==> src/rtl/pipe_pkg.sv <==
// Shared definitions for the pipe scheduler and the collision/render blocks that
// consume its slot outputs.
package pipe_pkg;

  typedef enum logic [2:0] {
    ST_IDLE = 3'b001,
    ST_RUN  = 3'b010,
    ST_LOST = 3'b100
  } state_e;

  localparam int         NUM_SLOTS       = 3;
  localparam int         GAP_MIN         = 40;
  localparam int         GAP_SPAN        = 400;
  localparam logic [8:0] LFSR_SEED       = 9'h1A5;
  localparam logic [8:0] LFSR_TAPS       = 9'h110;  // bits 9 and 5 (1-based)
  localparam int         SPAWN_X_DEFAULT = 640;

  // Folds the 9-bit LFSR value into GAP_SPAN values starting at GAP_MIN.
  function automatic logic [9:0] gap_from_lfsr(input logic [8:0] g);
    logic [9:0] v;
    v = {1'b0, g};
    if (v >= 10'(GAP_SPAN)) v = v - 10'd256;
    return v + 10'(GAP_MIN);
  endfunction

endpackage

==> src/rtl/pipe_lfsr.sv <==
// 9-bit Fibonacci LFSR supplying pseudo-random gap heights; never leaves the
// non-zero cycle because it is seeded non-zero.
module pipe_lfsr
  import pipe_pkg::*;
(
  input  logic       clk,
  input  logic       rst_n,
  input  logic       en,
  output logic [8:0] lfsr
);

  logic [8:0] lfsr_q, lfsr_d;

  always_comb begin
    lfsr_d = lfsr_q;
    if (en) lfsr_d = {lfsr_q[7:0], ^(lfsr_q & LFSR_TAPS)};
  end

  always_ff @(posedge clk or negedge rst_n) begin
    if (!rst_n) lfsr_q <= LFSR_SEED;
    else        lfsr_q <= lfsr_d;
  end

  assign lfsr = lfsr_q;

endmodule

==> src/rtl/pipe_scheduler.sv <==
// Pipe scheduler: spawns pipes into three slots, scrolls them left on each move
// tick, retires them at X==0 and scores pipes passing the bird column.
module pipe_scheduler
  import pipe_pkg::*;
#(
  parameter int TICK_DIV     = 500000,
  parameter int SPAWN_PERIOD = 300,
  parameter int SPAWN_X      = SPAWN_X_DEFAULT
) (
  input  logic       Clk,
  input  logic       ResetN,
  input  logic       Start,
  input  logic       Lost,
  input  logic [9:0] BirdX,
  output logic [9:0] PipeX0,
  output logic [9:0] PipeX1,
  output logic [9:0] PipeX2,
  output logic [9:0] GapY0,
  output logic [9:0] GapY1,
  output logic [9:0] GapY2,
  output logic [2:0] Active,
  output logic [7:0] Score,
  output logic       ScoreInc,
  output logic       Overflow
);

  localparam int              PW       = $clog2(TICK_DIV);
  localparam int              SW       = (SPAWN_PERIOD > 1) ? $clog2(SPAWN_PERIOD) : 1;
  localparam logic [PW-1:0]   PRE_LAST = PW'(TICK_DIV - 1);
  localparam logic [SW-1:0]   SPN_LAST = SW'(SPAWN_PERIOD - 1);
  localparam logic [9:0]      X_SPAWN  = 10'(SPAWN_X);

  state_e                     state_q, state_d;
  logic [PW-1:0]              pre_q, pre_d;
  logic [SW-1:0]              spn_q, spn_d;
  logic [NUM_SLOTS-1:0][9:0]  px_q, px_d;
  logic [NUM_SLOTS-1:0][9:0]  gy_q, gy_d;
  logic [NUM_SLOTS-1:0]       act_q, act_d;
  logic [7:0]                 score_q, score_d;
  logic                       inc_q, inc_d;
  logic                       ovf_q, ovf_d;

  logic [8:0]                 lfsr;
  logic [9:0]                 gap_new;
  logic [NUM_SLOTS-1:0]       hit;
  logic [NUM_SLOTS-1:0]       free_slots;
  logic [NUM_SLOTS-1:0]       spawn_sel;
  logic                       tick;
  logic                       spawn;

  pipe_lfsr u_lfsr (
    .clk   (Clk),
    .rst_n (ResetN),
    .en    (1'b1),
    .lfsr  (lfsr)
  );

  assign gap_new = gap_from_lfsr(lfsr);

  // A live pipe sitting on the bird column scores as it steps past it.
  for (genvar gi = 0; gi < NUM_SLOTS; gi++) begin : g_slot
    assign hit[gi] = act_q[gi] && (BirdX != 10'd0) && (px_q[gi] == BirdX);
  end

  always_comb begin
    state_d    = state_q;
    pre_d      = pre_q;
    spn_d      = spn_q;
    px_d       = px_q;
    gy_d       = gy_q;
    act_d      = act_q;
    score_d    = score_q;
    inc_d      = 1'b0;
    ovf_d      = ovf_q;
    tick       = 1'b0;
    spawn      = 1'b0;
    free_slots = '0;
    spawn_sel  = '0;

    case (state_q)
      ST_IDLE: begin
        pre_d   = '0;
        spn_d   = '0;
        px_d    = '0;
        gy_d    = '0;
        act_d   = '0;
        score_d = '0;
        ovf_d   = 1'b0;
        if (Start) begin
          state_d  = ST_RUN;
          act_d[0] = 1'b1;
          px_d[0]  = X_SPAWN;
          gy_d[0]  = gap_new;
        end
      end

      ST_RUN: begin
        if (Lost) begin
          state_d = ST_LOST;
        end else begin
          tick  = (pre_q == PRE_LAST);
          pre_d = tick ? '0 : pre_q + 1'b1;
          if (tick) begin
            for (int i = 0; i < NUM_SLOTS; i++) begin
              if (act_q[i]) begin
                if (px_q[i] == 10'd0) act_d[i] = 1'b0;
                else                  px_d[i]  = px_q[i] - 10'd1;
              end
            end
            spawn = (spn_q == SPN_LAST);
            spn_d = spawn ? '0 : spn_q + 1'b1;
            if ((|hit) && (score_q != 8'hFF)) begin
              score_d = score_q + 8'd1;
              inc_d   = 1'b1;
            end
          end
          // Slots retired on this edge are already free for this edge's spawn.
          free_slots = ~act_d;
          spawn_sel  = free_slots & (~free_slots + 1'b1);
          if (spawn) begin
            if (free_slots == '0) begin
              ovf_d = 1'b1;
            end else begin
              for (int i = 0; i < NUM_SLOTS; i++) begin
                if (spawn_sel[i]) begin
                  act_d[i] = 1'b1;
                  px_d[i]  = X_SPAWN;
                  gy_d[i]  = gap_new;
                end
              end
            end
          end
        end
      end

      ST_LOST: begin
        if (Start) begin
          state_d = ST_IDLE;
          pre_d   = '0;
          spn_d   = '0;
          px_d    = '0;
          gy_d    = '0;
          act_d   = '0;
          score_d = '0;
          ovf_d   = 1'b0;
        end
      end

      default: state_d = ST_IDLE;
    endcase
  end

  always_ff @(posedge Clk or negedge ResetN) begin
    if (!ResetN) begin
      state_q <= ST_IDLE;
      pre_q   <= '0;
      spn_q   <= '0;
      px_q    <= '0;
      gy_q    <= '0;
      act_q   <= '0;
      score_q <= '0;
      inc_q   <= 1'b0;
      ovf_q   <= 1'b0;
    end else begin
      state_q <= state_d;
      pre_q   <= pre_d;
      spn_q   <= spn_d;
      px_q    <= px_d;
      gy_q    <= gy_d;
      act_q   <= act_d;
      score_q <= score_d;
      inc_q   <= inc_d;
      ovf_q   <= ovf_d;
    end
  end

  assign PipeX0   = px_q[0];
  assign PipeX1   = px_q[1];
  assign PipeX2   = px_q[2];
  assign GapY0    = gy_q[0];
  assign GapY1    = gy_q[1];
  assign GapY2    = gy_q[2];
  assign Active   = act_q;
  assign Score    = score_q;
  assign ScoreInc = inc_q;
  assign Overflow = ovf_q;

endmodule
==> config.mk <==
export PLATFORM = sky130hd
export DESIGN_NAME = pipe_scheduler
export DESIGN_NICKNAME = d
export VERILOG_FILES = /design/src/rtl/pipe_pkg.sv /design/src/rtl/pipe_lfsr.sv /design/src/rtl/pipe_scheduler.sv
export SDC_FILE = /design/constraint.sdc
export NUM_CORES = 1
export LEC_CHECK = 0
export ABC_AREA = 1
export CAP_MARGIN = 5
export CORE_AREA = 4 4 112 157
export DETAILED_ROUTE_END_ITERATION = 10
export DIE_AREA = 0 0 116 161
export PLACE_DENSITY = 0.7
export SKIP_LAST_GASP = 1
export SLEW_MARGIN = 15
export SYNTH_ARGS = -nofsm -noshare
export SYNTH_HDL_FRONTEND = slang
export SYNTH_SLANG_ARGS = --single-unit
==> constraint.sdc <==
create_clock -name Clk -period 2.4 [get_ports Clk]
set_clock_uncertainty 0.1 [all_clocks]
set_input_delay 0.72 -clock Clk [delete_from_list [all_inputs] [get_ports Clk]]
set_output_delay 0.72 -clock Clk [all_outputs]
set_load 0.01 [all_outputs]
# After elaboration in Yosys (flattened, before gate mapping)
# Cells that the tools add are included.
# totals
regBits,113
in_bits,14
out_inout_bits,73
wordCells,144
# op_classes
addsub,9
n_lt_le_gt_ge,1
n_eq_ne,21
n_mux,73
bitwise_logic,3
reduce_logical,23
# ops
op,n
$mux 30,8
$pmux 30 s3,2
$mux 10,15
$mux 19,3
$pmux 19 s3,1
$mux 9,4
$mux 8,4
$eq 10x10->1,3
$logic_not 10->1,3
$mux 3,10
$sub 10x1->10 const B,3
$pmux 9 s3,1
$ne 2x2->1 const B,12
$pmux 8 s3,1
$mux 1,21
$add 19x1->19 const B,1
$eq 19x19->1 const B,1
$pmux 3 s3,2
$reduce_and 6->1,3
$add 10x6->10 const B,1
$reduce_and 5->1,2
$reduce_bool 10->1,1
$sub 9x9->10 const B,1
$add 9x1->9 const B,1
other kinds (18),26

# Longest topological paths before layout
# depth
word_depth,15
depth_mapped,15
depth_no_buf,14

# By module
# From an unflattened synthesis, not the netlist that was laid out.
# unflattened
cells_unflattened,1026
area_unflattened_um2,7226.9
# modules_own_cells
module,instances,cells_per_inst,area_each_um2,seq_area_each_um2
pipe_scheduler,1,989,6876.6,2603.7
pipe_lfsr,1,37,350.3,231.5

# Least setup slack after synthesis
# Ideal clock, no wire load.
# synth_path
path_type,register to register
startpoint,"reg px_q, in the netlist PipeX2[0]"
endpoint,"reg gy_q, in the netlist GapY2[7]"
setup_ns,0.117
t_arrival_ns,1.901
required_time_ns,2.183
path_slack_ns,0.281
path_stages_with_launch,15
n_path_buf,1
period_less_slack_ns,2.119
cell_sequence,dfrtp_1 inv_1 ha_1 nand2_1 nor2_1 nand3_1 inv_1 nand2_1 nand2_1 nand3_1 nand2_1 nand3_4 buf_4 nand2_1 nand2_1
# synth_between
elab_chain_len,12
word_cells_on_any_way,14
cone_classes,add/sub (1); eq/ne (2); mux (5); bitwise (3); reduce/logical (3)
# synth_rtl
item,line_no,text
start: declaration,pipe_scheduler.sv:36,"logic [NUM_SLOTS-1:0][9:0] px_q, px_d;"
start signal: assignment,pipe_scheduler.sv:168,px_q <= px_d;
$logic_not 10->1 (*),pipe_scheduler.sv:106,if (px_q[i] == 10'd0) act_d[i] = 1'b0;
$mux 1 (*),pipe_scheduler.sv:106,
$mux 1 (*),pipe_scheduler.sv:105,if (act_q[i]) begin
$mux 3 (*),pipe_scheduler.sv:103,if (tick) begin
$mux 3 (*),pipe_scheduler.sv:98,if (Lost) begin
$mux 3 (*),pipe_scheduler.sv:80,case (state_q)
$not 3->3 (*),pipe_scheduler.sv:118,free_slots = ~act_d;
$not 3->3,pipe_scheduler.sv:119,spawn_sel = free_slots & (~free_slots + 1'b1);
$add 3x1->3,pipe_scheduler.sv:119,
$and 3x3->3,pipe_scheduler.sv:119,
$ne 2x2->1 (no source line),--,
$reduce_and 6->1 (no source line) (*),--,
end signal: assignment,pipe_scheduler.sv:169,gy_q <= gy_d;
end: declaration,pipe_scheduler.sv:37,"logic [NUM_SLOTS-1:0][9:0] gy_q, gy_d;"
# Every way passes the cells marked *; elsewhere a longest branch is shown, timed or not. The select of a mux whose other input is x is not followed.
# A chain may end at the register's enable or synchronous reset.

# Worst setup path in the final report
# layout_path
startpoint,"reg px_q, in the netlist PipeX1[3]"
endpoint,out PipeX1[3]
# layout_rtl
item,line_no,text
end: declaration,pipe_scheduler.sv:16,"output logic [9:0] PipeX1,"
# No word-level cell between the ends.

==> metrics.cfg <==
[routing]
vias=7184
route.met2.wl_mm=10.7
wl_per_cell_um=15.4
wl_met1_mm=8.60
routed.top_layer=met4
drtAntennaViolNets=0
dr.pass1.iters=6
avgViaCountPerCell=5.24
route.met3.wl_mm=1.10
drt-total-wl_mm=21.1
drc=0
drt_iter0_drc=654

[grt]
grt_max_degree=39
grt_overflow=0
antenna_found_initial=0
grt_use_total_pct=22.9
grt_pass1_wl_mm=34.4
first_global_vias=7086

[clock_network]
cts_tree=yes
ctsHoldBuffers=0
clk_pin_slew_ps=60
ctsRootBufferMaster=clkbuf_16
cts_buffers=17
cts_sinks=113
htree_num_levels=4
ctsLongestPathBuffers=2
clk_latency_ps=420

[place]
dp.cells=1337
dpl_cell_area_um2=8550
io_buffer_count=86
place_hpwl_mm=15.7
place_congestion=0.995

[die]
die_w_um=116
core_area_um2=16100
dieArea_um2=18700
rows=55
ios=87
start_util_pct=42.7
die_y_um=161

[critical_path]
critPathMaxFanout=7
required_ps=1580
end_kind=primary output
worst_path_max_delay_cell=clkdlybuf4s50_1
crit_type=reg2out
cp_num_buf_inv=1
path_delay_family=buffers and inverters
crit_chain=clkdlybuf4s50_1
startpoint_type=flop
max_stage_delay_ps=610
cp.arrival_ps=1550

[logic_synthesis]
synth_edf_count=0
avgSynthCellArea_um2=6.97
yosysWarnings=0
ys_types=40
yosys_register_bits=113
synth_area_um2=6880
synthSimpleGateAreaFrac_pct=36.4
synth_top_cell_by_area=dfrtp_1
synthTopCellsByArea=dfrtp_1 39%, nand2_1 18%, inv_1 6.9%
synth-async-reset-ratio_pct=100
synth_nets=1008
synth_xor_xnor_area_share_pct=4.59
synth_fa_ha_area_share_pct=1.46
synth_top_family_by_area=simple AND/OR/NAND/NOR gates
netlist_instances=986
synth_mux_area_share_pct=0
synth_top_area_share_pct=38.9
yosysSeqAreaShare_pct=41.2
synth-compound-area-share_pct=7.77
ys.flop_type=dfrtp_1

[sta]
report.final.hold_viol_count=0
worst_pin_slew_ps=560
fin_hold_ws_ps=158
rsz0062_at_grt=true
setup_viol=0
drv_slew=0
slew_headroom_pct=62.4
fin_crit_sh_pct=98.7
fmax_mhz=422
period_needed_ps=2370

[finish]
layout_common_cells=318 x nand2_1, 126 x inv_1, 115 x nor2_1
layoutNonFillerInstCount=1372
design_area_um2=9250
layout.cells.most_common=nand2_1
antenna_cells=0
drive_gt1_share_pct=13.6
fin_util_pct=57.5
nNetsFinal=1182
area_delta_synth_final_pct=34.6

[pwr]
powerDensity_nw_per_um2=804
power.total_mw=7.44
ir_drop_mv=0.490
leakagePower_nw=4.61

[min_path]
hold_class=in2async

[flow_run]
cap_violations=0

[run_status]
status=finished clean

==> stage by stage <==
step           worst slack, ps  setup TNS [ps]
2_1_floorplan              281               0
3_3_place_gp              -302          -12200
3_5_place_dp              -335          -14640
4_1_cts                   22.9               0
5_1_grt                  -29.1            -130
6_report                  31.9               0
==> cells in the mapped netlist (2+ instances only) <==
| cell | number |
|---|---|
| a211oi_1 | 2 |
| a21oi_1 | 20 |
| a31oi_1 | 2 |
| and2_1 | 2 |
| buf_2 | 5 |
| buf_4 | 2 |
| buf_6 | 2 |
| clkbuf_1 | 7 |
| dfrtp_1 | 107 |
| dfstp_2 | 6 |
| ha_1 | 8 |
| inv_1 | 127 |
| inv_2 | 5 |
| nand2_1 | 322 |
| nand2_2 | 4 |
| nand3_1 | 65 |
| nand3_2 | 2 |
| nand3b_1 | 3 |
| nand4_1 | 35 |
| nor2_1 | 117 |
| nor2_2 | 3 |
| nor2_4 | 4 |
| nor3_1 | 25 |
| nor3b_1 | 2 |
| o211ai_1 | 3 |
| o21a_1 | 4 |
| o21ai_0 | 48 |
| o21ai_2 | 2 |
| o22ai_1 | 7 |
| xnor2_1 | 8 |
| xor2_1 | 28 |
==> state kept, by name (all words and copies together), names as in the netlist <==
register	count
PipeX0	10
u_lfsr.lfsr	9
PipeX2	10
GapY1	10
pre_q	19
Overflow	1
state_q	3
Score	8
GapY0	10
Active	3
spn_q	9
GapY2	10
PipeX1	10
ScoreInc	1
==> final timing paths <==
check | startpoint | end | slack [ps] | cells past startpoint
max | PipeX1[3] | PipeX1[3] | 30 | 1
min | ResetN | pre_q[9] | 160 | 1
max reg2reg | pre_q[1] | PipeX2[3] | 150 | 11
min reg2reg | u_lfsr.lfsr[6] | u_lfsr.lfsr[7] | 300 | 0
max in group asynchronous | ResetN | u_lfsr.lfsr[8] | 1430 | 2
min in group Clk | u_lfsr.lfsr[6] | u_lfsr.lfsr[7] | 300 | 0
==> power breakdown <==
group          leakage (nW)  internal, mW  switching (mW)
combinational          2.77          1.03            1.67
sequential             1.54          2.02           0.122
clock                 0.297          1.56            1.03
total                  4.61          4.62            2.82
==> kinds of logic (layout without fill, tap and decap cells) <==
family | count (synthesis) | after routing
fa+ha+maj | 8 | 8
simple gates | 586 | 587
buf+inv | 150 | 336
xor+xnor | 36 | 36
compound gates | 93 | 93
flops | 113 | 113
==> final cells by class <==
cell class              instances  area [µm²]
inverters                     133         507
fillers                      1486        6850
well taps                     199         249
multi-input cells             724        3510
repair buffers                171        1550
flip-flops and latches        113        2840
clock inverters                15         175
clock buffers                  17         425
==> layer usage <==
metal / GRT usage [%] / up-vias
li1: - / 3505
met1: 28.0 / 3391
met2: 39.2 / 236
met3: 4.27 / 52
met4: 9.08 / 0
met5: 0 / -
==> repair_timing <==
action | CTS | global route
gates resized for setup | 0 | 20
setup endpoints to repair | 0 | 55
setup buffers | 0 | 2
No activity file was read; power rests on OpenSTA's default activity.
